**config.mk**
```make
export PLATFORM = sky130hd
export DESIGN_NAME = key_scan_debounce
export DESIGN_NICKNAME = d
export VERILOG_FILES = /design/src/rtl/key_scan_debounce.sv
export SDC_FILE = /design/constraint.sdc
export NUM_CORES = 1
export LEC_CHECK = 0
export BUFFER_PORTS_ARGS = -buffer_cell sky130_fd_sc_hd__buf_2
export CORE_UTILIZATION = 35
export DETAILED_ROUTE_END_ITERATION = 6
export GPL_TIMING_DRIVEN = 0
export PLACE_DENSITY_LB_ADDON = 0.1
export RECOVER_POWER = 50
export SLEW_MARGIN = 20
export SYNTH_ARGS = -nofsm -noshare
export SYNTH_HDL_FRONTEND = slang
export SYNTH_SLANG_ARGS = --single-unit
```
**constraint.sdc**
```tcl
create_clock -name clk -period 8 [get_ports clk]
set_clock_uncertainty 0.05 [all_clocks]
set_input_delay 0 -clock clk [delete_from_list [all_inputs] [get_ports clk]]
set_output_delay 0 -clock clk [all_outputs]
set_load 0.05 [all_outputs]
```
**src/rtl/key_scan_debounce.sv**
```systemverilog
// Multi-key push-button conditioner: sync, debounce, press/release/long events.
// Optional auto-repeat on long hold is built when KEY_REPEAT_EN is defined.
module key_scan_debounce #(
    parameter int NUM_KEYS        = 4,
    parameter int DEBOUNCE_CYCLES = 500000,
    parameter int LONG_CYCLES     = 50000000,
    parameter int REPEAT_CYCLES   = 10000000,
    parameter bit ACTIVE_LOW      = 1'b1
) (
    input  logic                clk,
    input  logic                rst,
    input  logic [NUM_KEYS-1:0] key_in,
    output logic [NUM_KEYS-1:0] key_state,
    output logic [NUM_KEYS-1:0] key_press,
    output logic [NUM_KEYS-1:0] key_release,
    output logic [NUM_KEYS-1:0] key_long,
    output logic [NUM_KEYS-1:0] key_repeat,
    output logic                any_pressed
);

    localparam int DW = $clog2(DEBOUNCE_CYCLES + 1);
    localparam int HW = $clog2(LONG_CYCLES + 1);
    localparam logic [DW-1:0] DLAST = DW'(DEBOUNCE_CYCLES - 1);
    localparam logic [HW-1:0] HLAST = HW'(LONG_CYCLES - 1);
    localparam logic REL = ACTIVE_LOW;

`ifdef KEY_REPEAT_EN
    localparam int RW = $clog2(REPEAT_CYCLES + 1);
    localparam logic [RW-1:0] RLAST = RW'(REPEAT_CYCLES - 1);
`endif

    typedef enum logic [1:0] {
        IDLE = 2'd0,
        DOWN = 2'd1,
        LONG = 2'd2
    } st_t;

    logic [NUM_KEYS-1:0] sync1;
    logic [NUM_KEYS-1:0] sync2;
    logic [NUM_KEYS-1:0] s;
    logic [NUM_KEYS-1:0] lvl;
    logic                any_q;

    // synchroniser idles at the released pin level
    always_ff @(posedge clk or posedge rst) begin
        if (rst) begin
            sync1 <= {NUM_KEYS{REL}};
            sync2 <= {NUM_KEYS{REL}};
            any_q <= 1'b0;
        end else begin
            sync1 <= key_in;
            sync2 <= sync1;
            any_q <= |lvl;
        end
    end

    assign s           = sync2 ^ {NUM_KEYS{REL}};
    assign any_pressed = any_q;

    for (genvar k = 0; k < NUM_KEYS; k++) begin : g_key
        logic [DW-1:0] dcnt;
        logic          lv;
        st_t           st;
        st_t           st_nx;
        logic [HW-1:0] hcnt;
        logic [HW-1:0] hcnt_nx;
        logic          press_nx;
        logic          rel_nx;
        logic          long_nx;
        logic          ks_q;
        logic          press_q;
        logic          rel_q;
        logic          long_q;

        always_ff @(posedge clk or posedge rst) begin
            if (rst) begin
                dcnt <= '0;
                lv   <= 1'b0;
            end else if (s[k] == lv) begin
                dcnt <= '0;
            end else if (dcnt == DLAST) begin
                dcnt <= '0;
                lv   <= ~lv;
            end else begin
                dcnt <= dcnt + 1'b1;
            end
        end

        assign lvl[k] = lv;

        // release is tested first so it wins over the long point
        always_comb begin
            st_nx    = st;
            hcnt_nx  = hcnt;
            press_nx = 1'b0;
            rel_nx   = 1'b0;
            long_nx  = 1'b0;
            unique case (st)
                IDLE: begin
                    if (lv) begin
                        st_nx    = DOWN;
                        press_nx = 1'b1;
                        hcnt_nx  = '0;
                    end
                end
                DOWN: begin
                    if (!lv) begin
                        st_nx   = IDLE;
                        rel_nx  = 1'b1;
                        hcnt_nx = '0;
                    end else if (hcnt == HLAST) begin
                        st_nx   = LONG;
                        long_nx = 1'b1;
                    end else begin
                        hcnt_nx = hcnt + 1'b1;
                    end
                end
                LONG: begin
                    if (!lv) begin
                        st_nx   = IDLE;
                        rel_nx  = 1'b1;
                        hcnt_nx = '0;
                    end
                end
                default: begin
                    st_nx   = IDLE;
                    hcnt_nx = '0;
                end
            endcase
        end

        always_ff @(posedge clk or posedge rst) begin
            if (rst) begin
                st      <= IDLE;
                hcnt    <= '0;
                ks_q    <= 1'b0;
                press_q <= 1'b0;
                rel_q   <= 1'b0;
                long_q  <= 1'b0;
            end else begin
                st      <= st_nx;
                hcnt    <= hcnt_nx;
                ks_q    <= lv;
                press_q <= press_nx;
                rel_q   <= rel_nx;
                long_q  <= long_nx;
            end
        end

        assign key_state[k]   = ks_q;
        assign key_press[k]   = press_q;
        assign key_release[k] = rel_q;
        assign key_long[k]    = long_q;

`ifdef KEY_REPEAT_EN
        logic [RW-1:0] rcnt;
        logic          rep_q;

        always_ff @(posedge clk or posedge rst) begin
            if (rst) begin
                rcnt  <= '0;
                rep_q <= 1'b0;
            end else begin
                rep_q <= 1'b0;
                if (st == LONG && lv) begin
                    if (rcnt == RLAST) begin
                        rcnt  <= '0;
                        rep_q <= 1'b1;
                    end else begin
                        rcnt <= rcnt + 1'b1;
                    end
                end else begin
                    rcnt <= '0;
                end
            end
        end

        assign key_repeat[k] = rep_q;
`endif
    end

`ifndef KEY_REPEAT_EN
    // repeat period only matters when the repeat counter is built
    assign key_repeat = {NUM_KEYS{(REPEAT_CYCLES < 0)}};
`endif

endmodule

```
After elaboration in Yosys (flattened, before gate mapping)
Index checks and enable logic that the tools add are counted.
{"block": "classes", "addsub": 8, "n_eq_ne": 36, "muxes": 76, "bitwise_logic": 9, "reduce_logical": 21}
{"cell": "26-bit 2-to-1 mux", "count": 16}
{"cell": "26-bit one-hot mux with 3 select lines", "count": 4}
{"cell": "19-bit 2-to-1 mux", "count": 8}
{"cell": "26-bit by 1-bit adder with 26-bit output, second input constant", "count": 4}
{"cell": "26-bit == test, second input constant", "count": 4}
{"cell": "19-bit by 1-bit adder with 19-bit output, second input constant", "count": 4}
{"cell": "19-bit == test, second input constant", "count": 4}
{"cell": "2-bit 2-to-1 mux", "count": 16}
{"cell": "1-bit 2-to-1 mux", "count": 28}
{"cell": "3-bit inequality test, second input constant", "count": 8}
{"cell": "2-bit one-hot mux with 3 select lines", "count": 4}
{"cell": "3-bit AND reduction", "count": 8}
{"cell": "2-bit inequality test, second input constant", "count": 8}
{"cell": "2-bit by 1-bit == test with 1-bit output, second input constant", "count": 4}
{"cell": "2-bit == test, second input constant", "count": 4}
{"cell": "2-bit zero test", "count": 4}
{"cell": "1-bit inverter", "count": 8}
{"cell": "2-bit AND reduction", "count": 4}
{"cell": "2-bit OR reduction", "count": 4}
{"cell": "1-bit == test", "count": 4}
{"cell": "4-bit inverter", "count": 1}
{"cell": "4-bit OR reduction", "count": 1}
{"block": "totals", "ff_bits": 217, "inputBits": 6, "elab_cells": 185}

Longest topological paths before layout
{"block": "logic_depth", "word_depth": 4, "ltp_mapped": 9, "ltp_nobuf": 7}

Worst setup path before layout
Ideal clock, no wire load.
{"block": "synth_timing", "path_kind": "register to register", "startpoint": "register g_key[2].hcnt[0]", "endpoint": "register g_key[2].hcnt[21]", "setup_time_ns": 0.082, "arrival_ns": 2.088, "t_required_ns": 7.868, "setup_slack_ns": 5.780, "path_stages_with_launch": 10, "path_buffers": 3, "period_less_slack_ns": 2.220, "cell_sequence": "dfrtp_1 -> ha_1 -> and3_1 -> clkbuf_1 -> and4_1 -> a21oi_1 -> clkbuf_1 -> clkbuf_1 -> a31oi_1 -> a31oi_1"}
{"block": "synth_between", "elab_chain_cells": 4, "word_cells_on_any_way": 7, "cone_classes": "add/sub: 1; eq/ne: 2; mux: 3; reduce/logical: 1"}
{"element": "start: declaration", "line": "65", "rtl": "logic [HW-1:0] hcnt;"}
{"element": "start signal: assignment", "line": "142", "rtl": "hcnt <= hcnt_nx;"}
{"element": "26-bit by 1-bit adder with 26-bit output", "line": "115", "rtl": "hcnt_nx = hcnt + 1'b1;"}
{"element": "26-bit 2-to-1 mux", "line": "111", "rtl": "end else if (hcnt == HLAST) begin"}
{"element": "26-bit 2-to-1 mux", "line": "107", "rtl": "if (!lv) begin"}
{"element": "26-bit one-hot mux with 3 select lines", "line": "98", "rtl": "unique case (st)"}
Several ways; a longest one is shown, not always the timed one. The select of a mux whose other input is x is not followed.
A chain may end at the register's enable or synchronous reset.

Worst setup path after layout
{"block": "layout_timing", "startpoint": "register g_key[2].hcnt[16]", "endpoint": "register g_key[2].hcnt[18]"}
The elaborated chain is that of the path after synthesis.

==> metrics <==
status complete, but fails checks; failing checks max-capacitance violations, max-slew violations; final instance area 0.0132 mm2; worst hold path class primary input to flop; die width 183 um; num ports 27; maxcap violations 1; number of global-route vias before repair 8927; Avg Cell Area, Syn 9.27 um2; sequential area share after synthesis 47.5%; clk_lat worst skew 0.54 ns; Async SR Flop Fraction 100%; Critical Path RT 8.40 ns; first-pass GRT wire length 45800 um; final setup fails 0; EDFF count, synth 0; DR vias 9178; violation count after the first detailed-route iteration 571; Die Span Y 183 um; GRT Util Overall 16.4%; Port Buffers 22; R2R Path Start g_key[2].hcnt[16]; clk slew on worst S/H paths 0.06 ns; TritonCTS buffer count 27; CP arrival 3.49 ns; largest net degree at the start of global routing 61; Final Wtd Congestion 0.794; setup TNS 0 ns; met3 wire len 742 um; Crit Path Class flop to flop; Tmin final 3.10 ns; GR Overflow Total 0; Top Metal Used met4; nets 1324; initial antenna violation count 0; Root Driver clkbuf_16; Lkg Pwr 5.49 nW; filler cell count 3224; Synth Flop Type dfrtp_1; clock network power share 52.3%; r2r endpoint g_key[2].hcnt[18]; Syn-to-layout area delta 15.1%; Hold Fails Final Rpt 0; Worst Max-Slew Pin Slew 2.20 ns; Mapped Area 0.0115 mm2; Hold Path End sync1[1]; post-CTS sizing 0; Pwr Total 2.45 mW; reg-to-reg setup timing slack 4.90 ns; htree depth 1; DRC 0; Initial DRT Pass Iterations 6; Antenna Nets Post-Route 0; # diodes 0; RSZ-0062 raised after global routing false; Hold Path Depth 2; Yosys Warn Count 0; placed cell area 0.0122 mm2; Post-Syn Instances 1235; FF+latch count, synth 217; layout cells sized above 1 8.20%; internal power 1.93 mW; crit start category flop; drt total wl 26600 um; Routed WL per cell 15.2 um; CP Capture Type flop; register area 0.00544 mm2; Die ar. 0.0334 mm2; Hold Crit Start key_in[1]; clock buffer depth 3; area occupied by multi-input gates 0.00553 mm2; fmax 323 MHz; Core Box Area 0.0319 mm2; met1 WL 13700 um; Fin Hold WS 0.0571 ns; maximum vdd ir drop 0.194 mV; Net Sw Frac 21.1%; max-slew violation count 46; drt via density 5.24; routed wl met2 11500 um; cell area power density 186 mW/mm2; Rows 65; Seq pwr share 45.5%; HPWL after DPL 18000 um; Max FO, Critical Path 10; part of the power in combinational logic 2.2%; CTS sink cnt 217; Tcrit/Tclk final 38.7%; CTS tree done; R2R cell count 6; slew margin rel. -47.5%; Distinct cells, synth 63; Starting Density 35.9%; Psw 0.516 mW
cell usage in the layout (no fill, tap or decap), types with 7 or more instances in the layout:
master,n
a211o_1,7
a21o_1,12
a21oi_1,53
a31oi_1,37
a41oi_1,8
and2_1,8
and3_1,38
and4_1,21
buf_2,11
buf_4,20
clkbuf_1,63
clkbuf_16,27
clkbuf_8,7
dfrtp_1,209
dfstp_2,8
ha_1,20
inv_1,39
mux2i_1,20
nand2_1,116
nand3_1,83
nand4_1,63
nor2_1,133
nor2b_1,8
nor3_1,27
nor4_1,18
o21ai_0,51
o311ai_0,7
o31ai_1,11
or2_2,7
or3_1,13
xnor2_1,25
xor2_1,56
routing by layer:
metal / up-vias / global-route usage, %
met5: - / 0
met4: 0 / 5.20
met3: 37 / 1.95
met2: 130 / 25.0
met1: 4428 / 24.1
li1: 4583 / -
repair_timing:
action	in CTS	in global routing
hold endpoints to repair	103	0
setup buffers	0	0
hold buffers	6	0
state kept, by name (all words and copies together), names as in the netlist:
signal / cells
g_key.long_q: 4
g_key.ks_q: 4
g_key.st: 8
sync1: 4
sync2: 4
g_key.press_q: 4
g_key.hcnt: 104
g_key.rel_q: 4
g_key.dcnt: 76
any_pressed: 1
g_key.lv: 4
synthesized netlist by cell type (3+ instances only):
cell      number  share of area [%]
mux2i_1       20                1.7
o31ai_1       11               0.72
xor2_1        56                4.3
dfstp_2        8                1.8
or2_2          7               0.38
ha_1          20                2.2
a21o_1        12               0.79
clkbuf_1      38                1.2
nand3b_1       3               0.20
nor4bb_1       4               0.35
or3_1         13               0.71
nor4b_1        4               0.31
a221o_1        3               0.26
a211o_1        7               0.54
and4_1        21                1.6
nand4b_1       5               0.38
inv_1         40                1.3
and2_1         9               0.49
o311ai_0       7               0.54
a21oi_1       53                2.3
buf_4         20                1.3
o21ai_0       51                2.2
and3_1        38                2.1
nand3_1       83                3.6
a22o_1         6               0.46
o211ai_1       5               0.33
nor2_1       133                4.4
buf_2          7               0.31
nor4_1        20                1.1
a31oi_1       37                2.0
nand2b_1       3               0.16
a41oi_1        8               0.61
nor2b_1        8               0.44
dfrtp_1      209                 46
nor3_1        26                1.1
nand4_1       63                3.4
xnor2_1       25                1.9
nand2_1      116                3.8
power by group through the flow:
stage	logic (mW)	registers (mW)	clock network (mW)
2_1_floorplan	0.0364	1.13	0
3_3_place_gp	0.0498	1.13	0
3_5_place_dp	0.0556	1.13	0
4_1_cts	0.0579	1.11	1.33
5_1_grt	0.0631	1.11	1.36
6_report	0.0541	1.11	1.28
stage by stage:
step           util, %  cells  setup WS (ns)
2_1_floorplan        -   1238           2.03
3_3_place_gp      38.0   1695          -1.07
3_5_place_dp      38.3   1698           4.98
4_1_cts           41.4   1752           4.96
5_1_grt           41.3   1752           4.60
6_report          41.3   1752           4.90
logic make-up after synthesis:
logic type	count (synthesis)	synth area share, %
multiplexers	22	1.94
AO/OA/AOI/OAI	216	12.0
flip-flops	217	47.5
adder cells (fa/ha/maj)	20	2.19
XOR/XNOR	81	6.19
AND/OR/NAND/NOR	569	25.8
buffers and inverters	109	4.33
other	1	0.0327
layout make-up:
type / count / share of cell area (%)
multi-input cells: 912 / 42.0
flip-flops and latches: 217 / 41.3
clock buffers: 41 / 6.06
well taps: 435 / 4.13
plain buffers: 69 / 2.62
repair buffers: 31 / 1.75
inverters: 40 / 1.15
clock inverters: 7 / 1.04
critical path, cell delays in order (launching register included):
cell	delay, ns
dfrtp_1	0.48
nor4b_1	0.52
nand4_1	0.22
nor3_1	0.99
nor2_1	0.26
buf_2	0.29
a31oi_1	0.20
worst max-delay path by stage:
stage | start | end | slack, ns | cells after the start
after floorplan | rst | any_pressed | 2.03 | 1
after global placement | rst | g_key[3].hcnt[18] | -1.07 | 2
after detailed placement | g_key[2].st[1] | g_key[2].hcnt[21] | 4.98 | 9
after CTS | g_key[2].st[1] | g_key[2].hcnt[21] | 4.96 | 9
after global routing | rst | sync2[1] | 4.60 | 7
final | g_key[2].hcnt[16] | g_key[2].hcnt[18] | 4.90 | 6
Power figures use the tool's default switching activity.
